==> src/rtl/mem_port_arbiter.sv <==
// Merges the CPU icache/dcache ports onto one single-ported, variable-latency
// memory channel. Optional performance counters are enabled by MEM_ARB_PERF_CNT_EN.
module mem_port_arbiter #(
    parameter int ADDR_W = 32,
    parameter int DATA_W = 32,
    parameter int WE_W   = 4
) (
    input  logic              clk,
    input  logic              rst,
    input  logic [ADDR_W-1:0] icache_addr,
    input  logic              icache_re,
    input  logic [WE_W-1:0]   icache_we,
    input  logic [DATA_W-1:0] icache_din,
    output logic [DATA_W-1:0] instruction,
    input  logic [ADDR_W-1:0] dcache_addr,
    input  logic              dcache_re,
    input  logic [WE_W-1:0]   dcache_we,
    input  logic [DATA_W-1:0] dcache_din,
    output logic [DATA_W-1:0] dcache_dout,
    output logic              stall,
    output logic              mem_req_valid,
    input  logic              mem_req_ready,
    output logic [ADDR_W-1:0] mem_req_addr,
    output logic [WE_W-1:0]   mem_req_we,
    output logic [DATA_W-1:0] mem_req_data,
    input  logic              mem_resp_valid,
    input  logic [DATA_W-1:0] mem_resp_data
`ifdef MEM_ARB_PERF_CNT_EN
    ,
    output logic [31:0]       stall_cycles,
    output logic [31:0]       mem_reads
`endif
);

    typedef enum logic [1:0] {
        ST_IDLE      = 2'd0,
        ST_ISSUE     = 2'd1,
        ST_WAIT_RESP = 2'd2
    } state_e;

    // Slot order doubles as service priority: D, then IW, then IR.
    typedef enum logic [1:0] {
        SLOT_D  = 2'd0,
        SLOT_IW = 2'd1,
        SLOT_IR = 2'd2
    } slot_e;

    function automatic slot_e first_slot(input logic [2:0] pend);
        slot_e s;
        if (pend[0]) begin
            s = SLOT_D;
        end else if (pend[1]) begin
            s = SLOT_IW;
        end else begin
            s = SLOT_IR;
        end
        return s;
    endfunction

    function automatic logic [2:0] slot_bit(input slot_e s);
        logic [2:0] b;
        case (s)
            SLOT_D:  b = 3'b001;
            SLOT_IW: b = 3'b010;
            SLOT_IR: b = 3'b100;
            default: b = 3'b000;
        endcase
        return b;
    endfunction

    function automatic logic [ADDR_W-1:0] word_align(input logic [ADDR_W-1:0] a);
        return a & {{(ADDR_W-2){1'b1}}, 2'b00};
    endfunction

    state_e             state_q, state_d;
    slot_e              slot_q, slot_d;
    logic [2:0]         pend_q, pend_d;
    logic               d_write_q, d_write_d;
    logic [ADDR_W-1:0]  d_addr_q, d_addr_d;
    logic [WE_W-1:0]    d_we_q, d_we_d;
    logic [DATA_W-1:0]  d_data_q, d_data_d;
    logic [ADDR_W-1:0]  iw_addr_q, iw_addr_d;
    logic [WE_W-1:0]    iw_we_q, iw_we_d;
    logic [DATA_W-1:0]  iw_data_q, iw_data_d;
    logic [ADDR_W-1:0]  ir_addr_q, ir_addr_d;
    logic               stall_q, stall_d;
    logic               req_valid_q, req_valid_d;
    logic [ADDR_W-1:0]  req_addr_q, req_addr_d;
    logic [WE_W-1:0]    req_we_q, req_we_d;
    logic [DATA_W-1:0]  req_data_q, req_data_d;
    logic [DATA_W-1:0]  instr_q, instr_d;
    logic [DATA_W-1:0]  dout_q, dout_d;

    logic [2:0]         cap_pend_s;
    logic [2:0]         pend_left_s;
    logic               cur_is_write_s;

    assign cap_pend_s  = {icache_re, (|icache_we), ((|dcache_we) | dcache_re)};
    assign pend_left_s = pend_q & ~slot_bit(slot_q);

    // Decode whether the slot currently being serviced is a write.
    always_comb begin
        cur_is_write_s = 1'b0;
        case (slot_q)
            SLOT_D:  cur_is_write_s = d_write_q;
            SLOT_IW: cur_is_write_s = 1'b1;
            SLOT_IR: cur_is_write_s = 1'b0;
            default: cur_is_write_s = 1'b0;
        endcase
    end

    // Next-state, slot capture, response return and request payload.
    always_comb begin
        state_d    = state_q;
        slot_d     = slot_q;
        pend_d     = pend_q;
        d_write_d  = d_write_q;
        d_addr_d   = d_addr_q;
        d_we_d     = d_we_q;
        d_data_d   = d_data_q;
        iw_addr_d  = iw_addr_q;
        iw_we_d    = iw_we_q;
        iw_data_d  = iw_data_q;
        ir_addr_d  = ir_addr_q;
        instr_d    = instr_q;
        dout_d     = dout_q;
        req_addr_d = req_addr_q;
        req_we_d   = req_we_q;
        req_data_d = req_data_q;

        case (state_q)
            ST_IDLE: begin
                if (cap_pend_s != 3'b000) begin
                    d_write_d = |dcache_we;
                    d_addr_d  = word_align(dcache_addr);
                    d_we_d    = dcache_we;
                    d_data_d  = dcache_din;
                    iw_addr_d = word_align(icache_addr);
                    iw_we_d   = icache_we;
                    iw_data_d = icache_din;
                    ir_addr_d = word_align(icache_addr);
                    pend_d    = cap_pend_s;
                    slot_d    = first_slot(cap_pend_s);
                    state_d   = ST_ISSUE;
                end else begin
                    state_d = ST_IDLE;
                end
            end
            ST_ISSUE: begin
                if (mem_req_ready) begin
                    if (cur_is_write_s) begin
                        pend_d = pend_left_s;
                        if (pend_left_s != 3'b000) begin
                            slot_d  = first_slot(pend_left_s);
                            state_d = ST_ISSUE;
                        end else begin
                            state_d = ST_IDLE;
                        end
                    end else begin
                        state_d = ST_WAIT_RESP;
                    end
                end else begin
                    state_d = ST_ISSUE;
                end
            end
            ST_WAIT_RESP: begin
                if (mem_resp_valid) begin
                    if (slot_q == SLOT_D) begin
                        dout_d = mem_resp_data;
                    end else if (slot_q == SLOT_IR) begin
                        instr_d = mem_resp_data;
                    end else begin
                        dout_d = dout_q;
                    end
                    pend_d = pend_left_s;
                    if (pend_left_s != 3'b000) begin
                        slot_d  = first_slot(pend_left_s);
                        state_d = ST_ISSUE;
                    end else begin
                        state_d = ST_IDLE;
                    end
                end else begin
                    state_d = ST_WAIT_RESP;
                end
            end
            default: begin
                state_d = ST_IDLE;
                pend_d  = 3'b000;
            end
        endcase

        // Payload is reloaded only when (re)entering ISSUE, so it holds while stalled.
        if (state_d == ST_ISSUE) begin
            case (slot_d)
                SLOT_D: begin
                    req_addr_d = d_addr_d;
                    req_we_d   = d_write_d ? d_we_d : {WE_W{1'b0}};
                    req_data_d = d_data_d;
                end
                SLOT_IW: begin
                    req_addr_d = iw_addr_d;
                    req_we_d   = iw_we_d;
                    req_data_d = iw_data_d;
                end
                SLOT_IR: begin
                    req_addr_d = ir_addr_d;
                    req_we_d   = {WE_W{1'b0}};
                    req_data_d = {DATA_W{1'b0}};
                end
                default: begin
                    req_addr_d = {ADDR_W{1'b0}};
                    req_we_d   = {WE_W{1'b0}};
                    req_data_d = {DATA_W{1'b0}};
                end
            endcase
        end else begin
            req_addr_d = req_addr_q;
            req_we_d   = req_we_q;
            req_data_d = req_data_q;
        end

        req_valid_d = (state_d == ST_ISSUE);
        stall_d     = (state_d != ST_IDLE);
    end

    // State, slot storage and registered outputs.
    always_ff @(posedge clk or negedge rst) begin
        if (!rst) begin
            state_q     <= ST_IDLE;
            slot_q      <= SLOT_D;
            pend_q      <= 3'b000;
            d_write_q   <= 1'b0;
            d_addr_q    <= {ADDR_W{1'b0}};
            d_we_q      <= {WE_W{1'b0}};
            d_data_q    <= {DATA_W{1'b0}};
            iw_addr_q   <= {ADDR_W{1'b0}};
            iw_we_q     <= {WE_W{1'b0}};
            iw_data_q   <= {DATA_W{1'b0}};
            ir_addr_q   <= {ADDR_W{1'b0}};
            stall_q     <= 1'b0;
            req_valid_q <= 1'b0;
            req_addr_q  <= {ADDR_W{1'b0}};
            req_we_q    <= {WE_W{1'b0}};
            req_data_q  <= {DATA_W{1'b0}};
            instr_q     <= {DATA_W{1'b0}};
            dout_q      <= {DATA_W{1'b0}};
        end else begin
            state_q     <= state_d;
            slot_q      <= slot_d;
            pend_q      <= pend_d;
            d_write_q   <= d_write_d;
            d_addr_q    <= d_addr_d;
            d_we_q      <= d_we_d;
            d_data_q    <= d_data_d;
            iw_addr_q   <= iw_addr_d;
            iw_we_q     <= iw_we_d;
            iw_data_q   <= iw_data_d;
            ir_addr_q   <= ir_addr_d;
            stall_q     <= stall_d;
            req_valid_q <= req_valid_d;
            req_addr_q  <= req_addr_d;
            req_we_q    <= req_we_d;
            req_data_q  <= req_data_d;
            instr_q     <= instr_d;
            dout_q      <= dout_d;
        end
    end

    assign stall         = stall_q;
    assign mem_req_valid = req_valid_q;
    assign mem_req_addr  = req_addr_q;
    assign mem_req_we    = req_we_q;
    assign mem_req_data  = req_data_q;
    assign instruction   = instr_q;
    assign dcache_dout   = dout_q;

`ifdef MEM_ARB_PERF_CNT_EN
    logic [31:0] stall_cycles_q;
    logic [31:0] mem_reads_q;
    logic        read_accept_s;

    assign read_accept_s = (state_q == ST_ISSUE) && mem_req_ready && !cur_is_write_s;

    // Free-running counters; wrap silently at 2^32.
    always_ff @(posedge clk or negedge rst) begin
        if (!rst) begin
            stall_cycles_q <= 32'd0;
            mem_reads_q    <= 32'd0;
        end else begin
            if (stall_q) begin
                stall_cycles_q <= stall_cycles_q + 32'd1;
            end else begin
                stall_cycles_q <= stall_cycles_q;
            end
            if (read_accept_s) begin
                mem_reads_q <= mem_reads_q + 32'd1;
            end else begin
                mem_reads_q <= mem_reads_q;
            end
        end
    end

    assign stall_cycles = stall_cycles_q;
    assign mem_reads    = mem_reads_q;
`endif

endmodule

==> config.mk <==
export PLATFORM = sky130hd
export DESIGN_NAME = mem_port_arbiter
export DESIGN_NICKNAME = d
export VERILOG_FILES = /design/src/rtl/mem_port_arbiter.sv
export SDC_FILE = /design/constraint.sdc
export NUM_CORES = 1
export LEC_CHECK = 0
export ABC_AREA = 0
export CORE_ASPECT_RATIO = 1.2
export CORE_MARGIN = 2
export CORE_UTILIZATION = 38
export CTS_BUF_LIST = sky130_fd_sc_hd__clkbuf_2
export DETAILED_ROUTE_END_ITERATION = 8
export GPL_TIMING_DRIVEN = 0
export MAX_ROUTING_LAYER = met4
export PLACE_DENSITY_LB_ADDON = 0.08
export SYNTH_ARGS = -nofsm -noshare
export SYNTH_HDL_FRONTEND = slang
export SYNTH_SLANG_ARGS = --single-unit
==> constraint.sdc <==
create_clock -name clk -period 2.2 [get_ports clk]
set_input_delay 0.44 -clock clk [delete_from_list [all_inputs] [get_ports clk]]
set_output_delay 0.44 -clock clk [all_outputs]
set_load 0.05 [all_outputs]
**Word level (Yosys, flattened, before mapping)**

Index checks and enable logic that the tools add are counted.

- Register bits: 310
- Latch bits: 0
- Memory bits (writable): 0
- ROM bits: 0
- Input bits: 174
- Output and inout port bits: 134
- Logic and storage cells: 87
- Memories: 0

- Add/subtract/negate cells: 0
- Multiply operators: 0
- Divide/modulo/power cells: 0
- Magnitude comparators: 0
- Equal/unequal tests: 11
- Shift operators: 0
- Muxes and demuxes: 43
- Bitwise operators: 4
- Reduce and logical (&&, ||, !) cells: 11

Operators by type and width:

| cell | count |
|---|---|
| 32-bit 2-to-1 mux | 10 |
| 32-bit one-hot mux with 3 select lines | 1 |
| 32-bit one-hot mux with 2 select lines | 1 |
| 2-bit 2-to-1 mux | 12 |
| 4-bit 2-to-1 mux | 5 |
| 3-bit one-hot mux with 3 select lines | 2 |
| 3-bit 2-to-1 mux | 4 |
| 2-bit one-hot mux with 3 select lines | 2 |
| 2-bit by 1-bit equality test with 1-bit output, second input constant | 4 |
| 2-bit != test, second input constant | 4 |
| 4-bit one-hot mux with 2 select lines | 1 |
| 4-bit AND reduction | 2 |
| 4-bit OR reduction | 2 |
| 2-bit equality test, second input constant | 3 |
| 2-bit zero test | 3 |
| 3-bit nonzero test | 2 |
| 1-bit 2-to-1 mux | 4 |
| 3-bit AND | 1 |
| 3-bit NOT | 1 |
| 3-bit AND reduction | 1 |
| 1-bit one-hot mux with 2 select lines | 1 |
| 2-bit nonzero test | 1 |
| 1-bit NOT | 1 |
| 1-bit OR | 1 |

**Longest topological paths before layout**

Gate-level depths: netlist of run 1.

- Depth after elaboration: 12
- Gate-level depth with buffers: 12
- Depth with buffers taken out: 9

**Worst setup path after synthesis of run 1**

OpenSTA, ideal clock, no wires.

- Path type: input to register
- Start point: in dcache_we[0]
- End point: reg req_addr_q[16] (netlist: mem_req_addr[16])
- Setup time: 0.133 ns
- Data arrival time: 2.438 ns
- Data required time: 2.067 ns
- Setup slack: -0.370 ns
- Stages on the path: 8
- Buffers on the path: 3
- Cells stage by stage: or4_1 -> buf_2 -> o41ai_4 -> buf_6 -> buf_2 -> mux2_2 -> o2111ai_1 -> o211ai_2

- Elaborated cells on any way between the ends: 19
- Classes of those cells: eq/ne (3); mux (12); bitwise (1); reduce/logical (3)

RTL lines:

| item | line | RTL |
|---|---|---|
| start, declared | 17 | `input logic [WE_W-1:0] dcache_we,` |
| 4-bit OR reduction | 98 | `assign cap_pend_s = {icache_re, (\|icache_we), ((\|dcache_we) \| dcache_re)};` |
| 1-bit OR | 98 |  |
| 3-bit nonzero test | 133 | `if (cap_pend_s != 3'b000) begin` |
| 32-bit 2-to-1 mux | 133 |  |
| 32-bit 2-to-1 mux | 131 | `case (state_q)` |
| named net d_addr_d[16] | 79 | `logic [ADDR_W-1:0] d_addr_q, d_addr_d;` |
| 32-bit one-hot mux with 3 select lines | 194 | `case (slot_d)` |
| end signal, assigned | 242 | `req_addr_q <= {ADDR_W{1'b0}};` |
| end signal, assigned | 261 | `req_addr_q <= req_addr_d;` |
| end, declared | 88 | `logic [ADDR_W-1:0] req_addr_q, req_addr_d;` |

The timed path passes the listed nets, and every way through them passes these cells.
A chain may end at the register's enable or synchronous reset.

**Final worst setup path of run 1**

- Start point: reg slot_q[1]
- End point: reg req_addr_q[0] (netlist: mem_req_addr[0])

- Cells in the longest elaborated chain, start to end: 12
- Elaborated cells on any way between the ends: 26
- Classes of those cells: eq/ne (5); mux (16); bitwise (2); reduce/logical (3)

RTL lines:

| item | line | RTL |
|---|---|---|
| start, declared | 76 | `slot_e slot_q, slot_d;` |
| start signal, assigned | 249 | `slot_q <= slot_d;` |
| 2-bit equality test, or another cell as far along | 62 | `case (s)` |
| 3-bit one-hot mux with 3 select lines | 62 |  |
| 3-bit NOT | 99 | `assign pend_left_s = pend_q & ~slot_bit(slot_q);` |
| 3-bit AND | 99 |  |
| 2-bit 2-to-1 mux | 52 | `end else if (pend[1]) begin` |
| 2-bit 2-to-1 mux | 50 | `if (pend[0]) begin` |
| 2-bit 2-to-1 mux | 176 | `if (pend_left_s != 3'b000) begin` |
| 2-bit 2-to-1 mux | 151 | `if (cur_is_write_s) begin` |
| 2-bit 2-to-1 mux | 150 | `if (mem_req_ready) begin` |
| 2-bit one-hot mux with 3 select lines | 131 |  |
| 2-bit equality test, or another cell as far along | 194 |  |
| 32-bit one-hot mux with 3 select lines | 194 |  |

Parallel ways exist; a longest one is shown, timed or not.

==> impl_metrics.py, run 1 <==
metrics = {
    "die": {
        "die_width_um": 175,
        "ios": 308,
        "die_area_um2": 36500,
        "placeableCoreArea_um2": 34700,
        "rows": 75,
        "die_height_um": 209,
        "start_util_pct": 38.2,
    },
    "synth": {
        "seq_area_frac_synth_pct": 58.4,
        "synth_cells": 1096,
        "avgSynthCellArea_um2": 12.1,
        "ys_warn_count": 0,
        "ys_seq_elements": 310,
        "synth_nets": 1274,
        "netlist_area_um2": 13300,
        "synth_cell_types": 50,
    },
    "grt": {
        "grt_overflow": 0,
        "grt_pass1_vias": 10600,
        "grtUsageTotal_pct": 21.1,
        "antenna_found_initial": 2,
        "grt_max_degree": 108,
        "grt_pass1_wl_um": 58400,
    },
    "setup_path": {
        "cp.arrival_ns": 3.26,
        "worstReg2RegStart": "slot_q[1]",
        "path_cells": "buf_2, o21ba_2, a21boi_2, o311a_1, or3_4, nand2b_4, buf_12, buf_4, o221ai_2",
        "critPathMaxFanout": 10,
        "crit_path_end_kind": "register",
        "critPathRequiredTime_ns": 2.98,
        "ff2ff_path_depth": 9,
        "r2r_slack_ns": -0.28,
        "cp-start-kind": "register",
        "worst_r2r_endpoint": "mem_req_addr[0]",
        "crit_path_top_delay_cell": "dfrtp_2",
        "slowest_delay_ns": 0.45,
        "critical_path_class": "register to register",
    },
    "outcome": {
        "status": "complete, but fails checks",
        "violations": "negative setup slack",
    },
    "clocking": {
        "numCtsBuffers": 84,
        "htreeDepth": 3,
        "cts.sinks": 310,
        "cts.path.max_buffers": 3,
        "clk_latency_ns": 0.89,
        "root_buffer": "clkbuf_2",
        "cts_tree": "yes",
        "clk_pin_slew_ns": 0.10,
    },
    "timing": {
        "whs_ns": 0.150,
        "rsz0062_at_grt": "yes",
        "slew_viol_final": 0,
        "period_share_pct": 113,
        "worst_pin_slew_ns": 0.776,
        "worst_slack_ns": -0.282,
        "clock.fmax_mhz": 403,
        "hold_viol": 0,
        "finalCriticalPeriod_ns": 2.48,
        "setup_viol": 68,
        "finClkSkew_ns": 0.0802,
        "relSlewSlack_pct": 48.2,
    },
    "power_and_ir_drop": {
        "powerDensity_nw_per_um2": 1870,
        "ir_worst_vdd_mv": 0.942,
        "p_leak_uw": 0.00904,
        "power_uw": 35600,
    },
    "detailed_routing": {
        "vias_per_cell": 4.84,
        "dr.pass1.iters": 4,
        "wire_per_inst_um": 18.2,
        "drt_iter0_drc": 352,
        "via_count": 9859,
        "routed_wl_um": 37000,
        "ant_nets": 0,
        "drc": 0,
    },
    "final_layout": {
        "final_cells": 2038,
        "fin_util_pct": 54.9,
        "fillers": 3037,
        "final_common_cell": "dfrtp_1",
        "seqCellArea_um2": 7760,
        "final_cell_area_um2": 19100,
        "mostFrequentLayoutCells": "dfrtp_1, nand2_1, clkdlybuf4s50_1",
        "syn_to_final_growth_pct": 43.6,
        "nets": 1696,
        "multi_input_area_um2": 5270,
        "drive_above_1_share_pct": 41.9,
    },
    "placement": {
        "gp_congestion": 0.822,
        "dp.cells": 1863,
        "post-dp-hpwl_um": 24600,
        "io_buffers": 303,
        "dpl_cell_area_um2": 17300,
    },
    "hold_path": {
        "hold_start": "icache_addr[21]",
        "hp-class": "input pin to register",
        "holdPathStages": 3,
        "holdPathEnd": "ir_addr_q[21]",
    },
    "flow_run": {
        "maxCapViolCount": 0,
    },
}
cell usage after synthesis (all sizes together):
cell,instances,area (um^2)
dfrtp,310,7760
nand2,209,785
mux2,162,1820
inv,72,270
o211ai,62,616
buf,53,392
mux2i,38,380
o21ai,38,190
and2,34,213
o2111ai,30,263
clkbuf,22,82.6
a21oi,6,30.0
nor2,6,22.5
nor2b,6,37.5
ha,4,50.1
nand2b,4,32.5
a22o,3,26.3
o221ai,3,26.3
or4,3,22.5
a211o,2,17.5
a22oi,2,15.0
a32oi,2,17.5
nand3,2,10.0
nor4,2,12.5
o311a,2,20.0
or3,2,12.5
a211oi,1,7.51
a21boi,1,7.51
a21o,1,7.51
a221oi,1,8.76
a31oi,1,6.26
nand4,1,6.26
nand4b,1,8.76
nor3,1,5.00
nor3b,1,7.51
o2111a,1,11.3
o21a,1,7.51
o21ba,1,10.0
o21bai,1,7.51
o31ai,1,7.51
o32a,1,10.0
o41ai,1,27.5
or2,1,6.26
state kept, by name, summed over array words and instances, names as in the netlist:
name	cells
mem_req_we	4
d_data_q	32
iw_data_q	32
mem_req_addr	32
iw_addr_q	32
mem_req_data	32
ir_addr_q	32
slot_q	2
iw_we_q	4
d_addr_q	32
mem_req_valid	1
instruction	32
d_write_q	1
d_we_q	4
dcache_dout	32
state_q	2
stall	1
pend_q	3
how the worst max path moves through the flow:
stage,endpoint,from
detailed placement,mem_req_data[17],icache_we[3]
floorplan,mem_req_addr[16],dcache_we[0]
finish,mem_req_addr[0],slot_q[1]
CTS,mem_req_addr[10],state_q[0]
global placement,mem_req_addr[4],rst
global route,mem_req_addr[3],state_q[0]
per-stage QoR:
step                setup slack (ns)  setup TNS (ns)
floorplan                     -0.293          -16.11
global placement              -13.41        -4366.40
detailed placement             -1.28         -219.35
CTS                           -0.372          -18.69
global route                  -0.383          -18.51
finish                        -0.282          -11.89
power breakdown:
group	switching, uW	total, uW	internal [uW]
clock	2320	4100	1780
combinational	12500	22000	9470
sequential	990	9480	8490
total	15900	35600	19700
cell families (layout without fill, tap and decap cells):
group / Yosys count / count (layout) / synth area share, %
adder cells (fa/ha/maj): 4 / 4 / 0.377
AND/OR/NAND/NOR: 273 / 273 / 8.90
other: 0 / 2 / 0
AO/OA/AOI/OAI: 162 / 162 / 10.1
buffers and inverters: 147 / 625 / 5.61
multiplexers: 200 / 200 / 16.6
flip-flops: 310 / 310 / 58.4
repair_timing:
action                     4_1_cts  5_1_grt
gates cloned                     5        2
pin swaps                       36       20
resized for setup              534      112
setup endpoints to repair      280      119
hold endpoints to repair        99        1
setup buffers                   19       11
hold buffers                     1        1
worst max-delay path: cells and delay by family (launching register included):
family | cells | cell delay, ns
buffers and inverters | 3 | 0.51
DFF | 1 | 0.45
AOI/OAI and AO/OA | 4 | 0.87
and+or+nand+nor | 2 | 0.60
metal layers:
layer | GRT usage, % | vias to the layer above | part of all wire [%]
met5 | - | - | 0
met4 | 5.63 | 0 | 1.4
met3 | 6.86 | 47 | 7.5
met2 | 34.1 | 277 | 49
met1 | 25.4 | 4868 | 42
li1 | - | 4667 | -
area by class of cell:
cell class	count	area share [%]
flip-flops and latches	310	40.7
multi-input cells	639	27.6
repair buffers	341	19.1
plain buffers	70	4.09
clock buffers	132	3.47
well taps	462	3.03
inverters	72	1.48
clock inverters	10	0.473
diodes	2	0.0263
(Power assumes the default switching activity.)
==> inputs of run 2 (changes only) <==
- CORE_UTILIZATION: 38 -> 47
==> run 2 against run 1 <==
Compared with the run above:
- the flow still finishes with violations (negative setup slack)
- critical path depth stayed put
- die area is 19% lower
- final area is 1.9% lower
- clock-buffer cell count is 14 lower
- clock skew is 0.0015 ns higher
- non-clock buffer count is 7 lower
- combinational power hardly changed
- register-to-register slack better by 0.05 ns
- setup slack better by 0.054 ns
- sequential power is 0.6% higher
- sequential cell count stayed put
==> impl_metrics.py, run 2 (same netlist as run 1, synthesis figures left out) <==
metrics = {
    "final_layout": {
        "final_cell_area_um2": 18700,
        "final_common_cell": "dfrtp_1",
        "mostFrequentLayoutCells": "dfrtp_1, nand2_1, clkdlybuf4s50_1",
        "drive_above_1_share_pct": 41.0,
        "seqCellArea_um2": 7760,
        "fillers": 2238,
        "final_cells": 1935,
        "nets": 1685,
        "syn_to_final_growth_pct": 40.9,
        "multi_input_area_um2": 5330,
    },
    "timing": {
        "worst_slack_ns": -0.228,
        "finClkSkew_ns": 0.0817,
        "clock.fmax_mhz": 412,
        "setup_viol": 66,
        "whs_ns": 0.155,
        "period_share_pct": 110,
        "hold_viol": 0,
        "worst_pin_slew_ns": 0.642,
        "finalCriticalPeriod_ns": 2.43,
        "rsz0062_at_grt": "yes",
        "setup_tns_ns": -7.56,
        "slew_viol_final": 0,
        "relSlewSlack_pct": 57.2,
    },
    "grt": {
        "antenna_found_initial": 5,
        "grt_overflow": 0,
        "grt_max_degree": 123,
        "grt_pass1_vias": 10700,
        "grtUsageTotal_pct": 24.5,
        "grt_pass1_wl_um": 55300,
    },
    "detailed_routing": {
        "drt_iter0_drc": 418,
        "dr.pass1.iters": 7,
        "vias_per_cell": 5.12,
        "drc": 0,
        "routed_wl_um": 35300,
        "wire_per_inst_um": 18.3,
        "via_count": 9915,
        "ant_nets": 0,
    },
    "die": {
        "rows": 67,
        "placeableCoreArea_um2": 27800,
        "start_util_pct": 47.7,
        "die_width_um": 157,
        "die_height_um": 188,
        "ios": 308,
        "die_area_um2": 29600,
    },
    "placement": {
        "gp_congestion": 0.878,
        "dp.cells": 1780,
        "place_ws_ns": -1.20,
        "post-dp-hpwl_um": 23400,
        "io_buffers": 303,
        "dpl_cell_area_um2": 17200,
    },
    "clocking": {
        "root_buffer": "clkbuf_2",
        "clk_pin_slew_ns": 0.09,
        "cts.path.max_buffers": 3,
        "htreeDepth": 3,
        "cts_tree": "yes",
        "cts.sinks": 310,
        "clk_latency_ns": 0.88,
        "numCtsBuffers": 80,
    },
    "setup_path": {
        "path_delay_family": "simple AND/OR/NAND/NOR gates",
        "cp.arrival_ns": 3.16,
        "crit_path_top_delay_cell": "dfrtp_2",
        "slowest_delay_ns": 0.43,
        "crit_path_end_kind": "register",
        "critPathRequiredTime_ns": 2.93,
        "cp.buffers_inverters": 2,
        "cp-start-kind": "register",
        "path_cells": "inv_4, ha_4, nand4b_1, o221ai_2, o32a_1, or3_4, nand2b_4, clkbuf_16, o211ai_2",
        "critPathMaxFanout": 8,
        "critical_path_class": "register to register",
    },
    "hold_path": {
        "hp-class": "input pin to register",
    },
    "outcome": {
        "violations": "negative setup slack",
        "status": "complete, but fails checks",
    },
    "power_and_ir_drop": {
        "ir_worst_vdd_mv": 1.07,
        "p_leak_uw": 0.00894,
        "powerDensity_nw_per_um2": 1870,
    },
    "flow_run": {
        "maxCapViolCount": 0,
    },
}
==> run 2: cell types whose count changed in the layout (fill, tap and decap cells not counted), moves of 7 or more <==
cell | previous run | this run
clkdlybuf4s15_2 | 112 | 88
clkbuf_2 | 137 | 158
buf_2 | 26 | 6
clkdlybuf4s15_1 | 0 | 15
nand2_1 | 208 | 197
buf_12 | 20 | 12
buf_4 | 24 | 16
nand2_2 | 0 | 7
==> run 2: worst paths after layout <==
kind | slack (ns) | depth (start not counted) | from | to
max reg2reg | -0.23 | 9 | state_q[0] | mem_req_addr[28]
min reg2reg | 0.46 | 2 | iw_addr_q[1] | iw_addr_q[1]
max | -0.23 | 9 | state_q[0] | mem_req_addr[28]
min in group asynchronous | 0.18 | 2 | rst | instruction[9]
max in group asynchronous | 0.95 | 3 | rst | iw_addr_q[0]
min | 0.15 | 3 | icache_addr[22] | ir_addr_q[22]
==> run 2: repair_timing <==
action / 4_1_cts / 5_1_grt
resized for setup: 459 / 135
setup endpoints to repair: 266 / 145
setup buffers: 11 / 10
hold buffers: 1 / 1
cloned: 4 / 4
endpoints found under the hold margin: 79 / 1
pin swaps: 35 / 17
==> run 2: final cells by class <==
class	instances	area share (%)
timing repair buffer	336	18.7
tap	379	2.53
multi-input combinational	639	28.5
buffer	68	3.90
clock buffer	118	3.16
sequential	310	41.5
antenna	5	0.0669
inverter	72	1.47
clock inverter	8	0.161
==> run 2: where the power goes <==
part | leakage (uW) | total [uW] | internal [uW] | switching (uW)
Combinational | 0.00461 | 21800 | 9220 | 12500
Clock | 0.000513 | 3640 | 1390 | 2250
Sequential | 0.00382 | 9540 | 8490 | 1050
==> run 2: metrics by stage <==
step	total power, uW	util, %
floorplan	23000	-
global placement	28400	61.4
detailed placement	28700	61.6
CTS	34100	66.0
global route	37100	67.2
finish	34900	67.2
==> run 2: routing by layer <==
metal	up-vias	global-route usage, %	routed length, um
met5	-	-	0
met1	4887	30.0	15000
met2	321	39.0	17100
met3	73	6.82	2370
li1	4634	-	-
met4	0	8.60	853
==> run 2: tightest hold or removal path: stages <==
cell,delay (ns)
clkdlybuf4s50_1,0.43
nand2_1,0.08
nand2_1,0.05
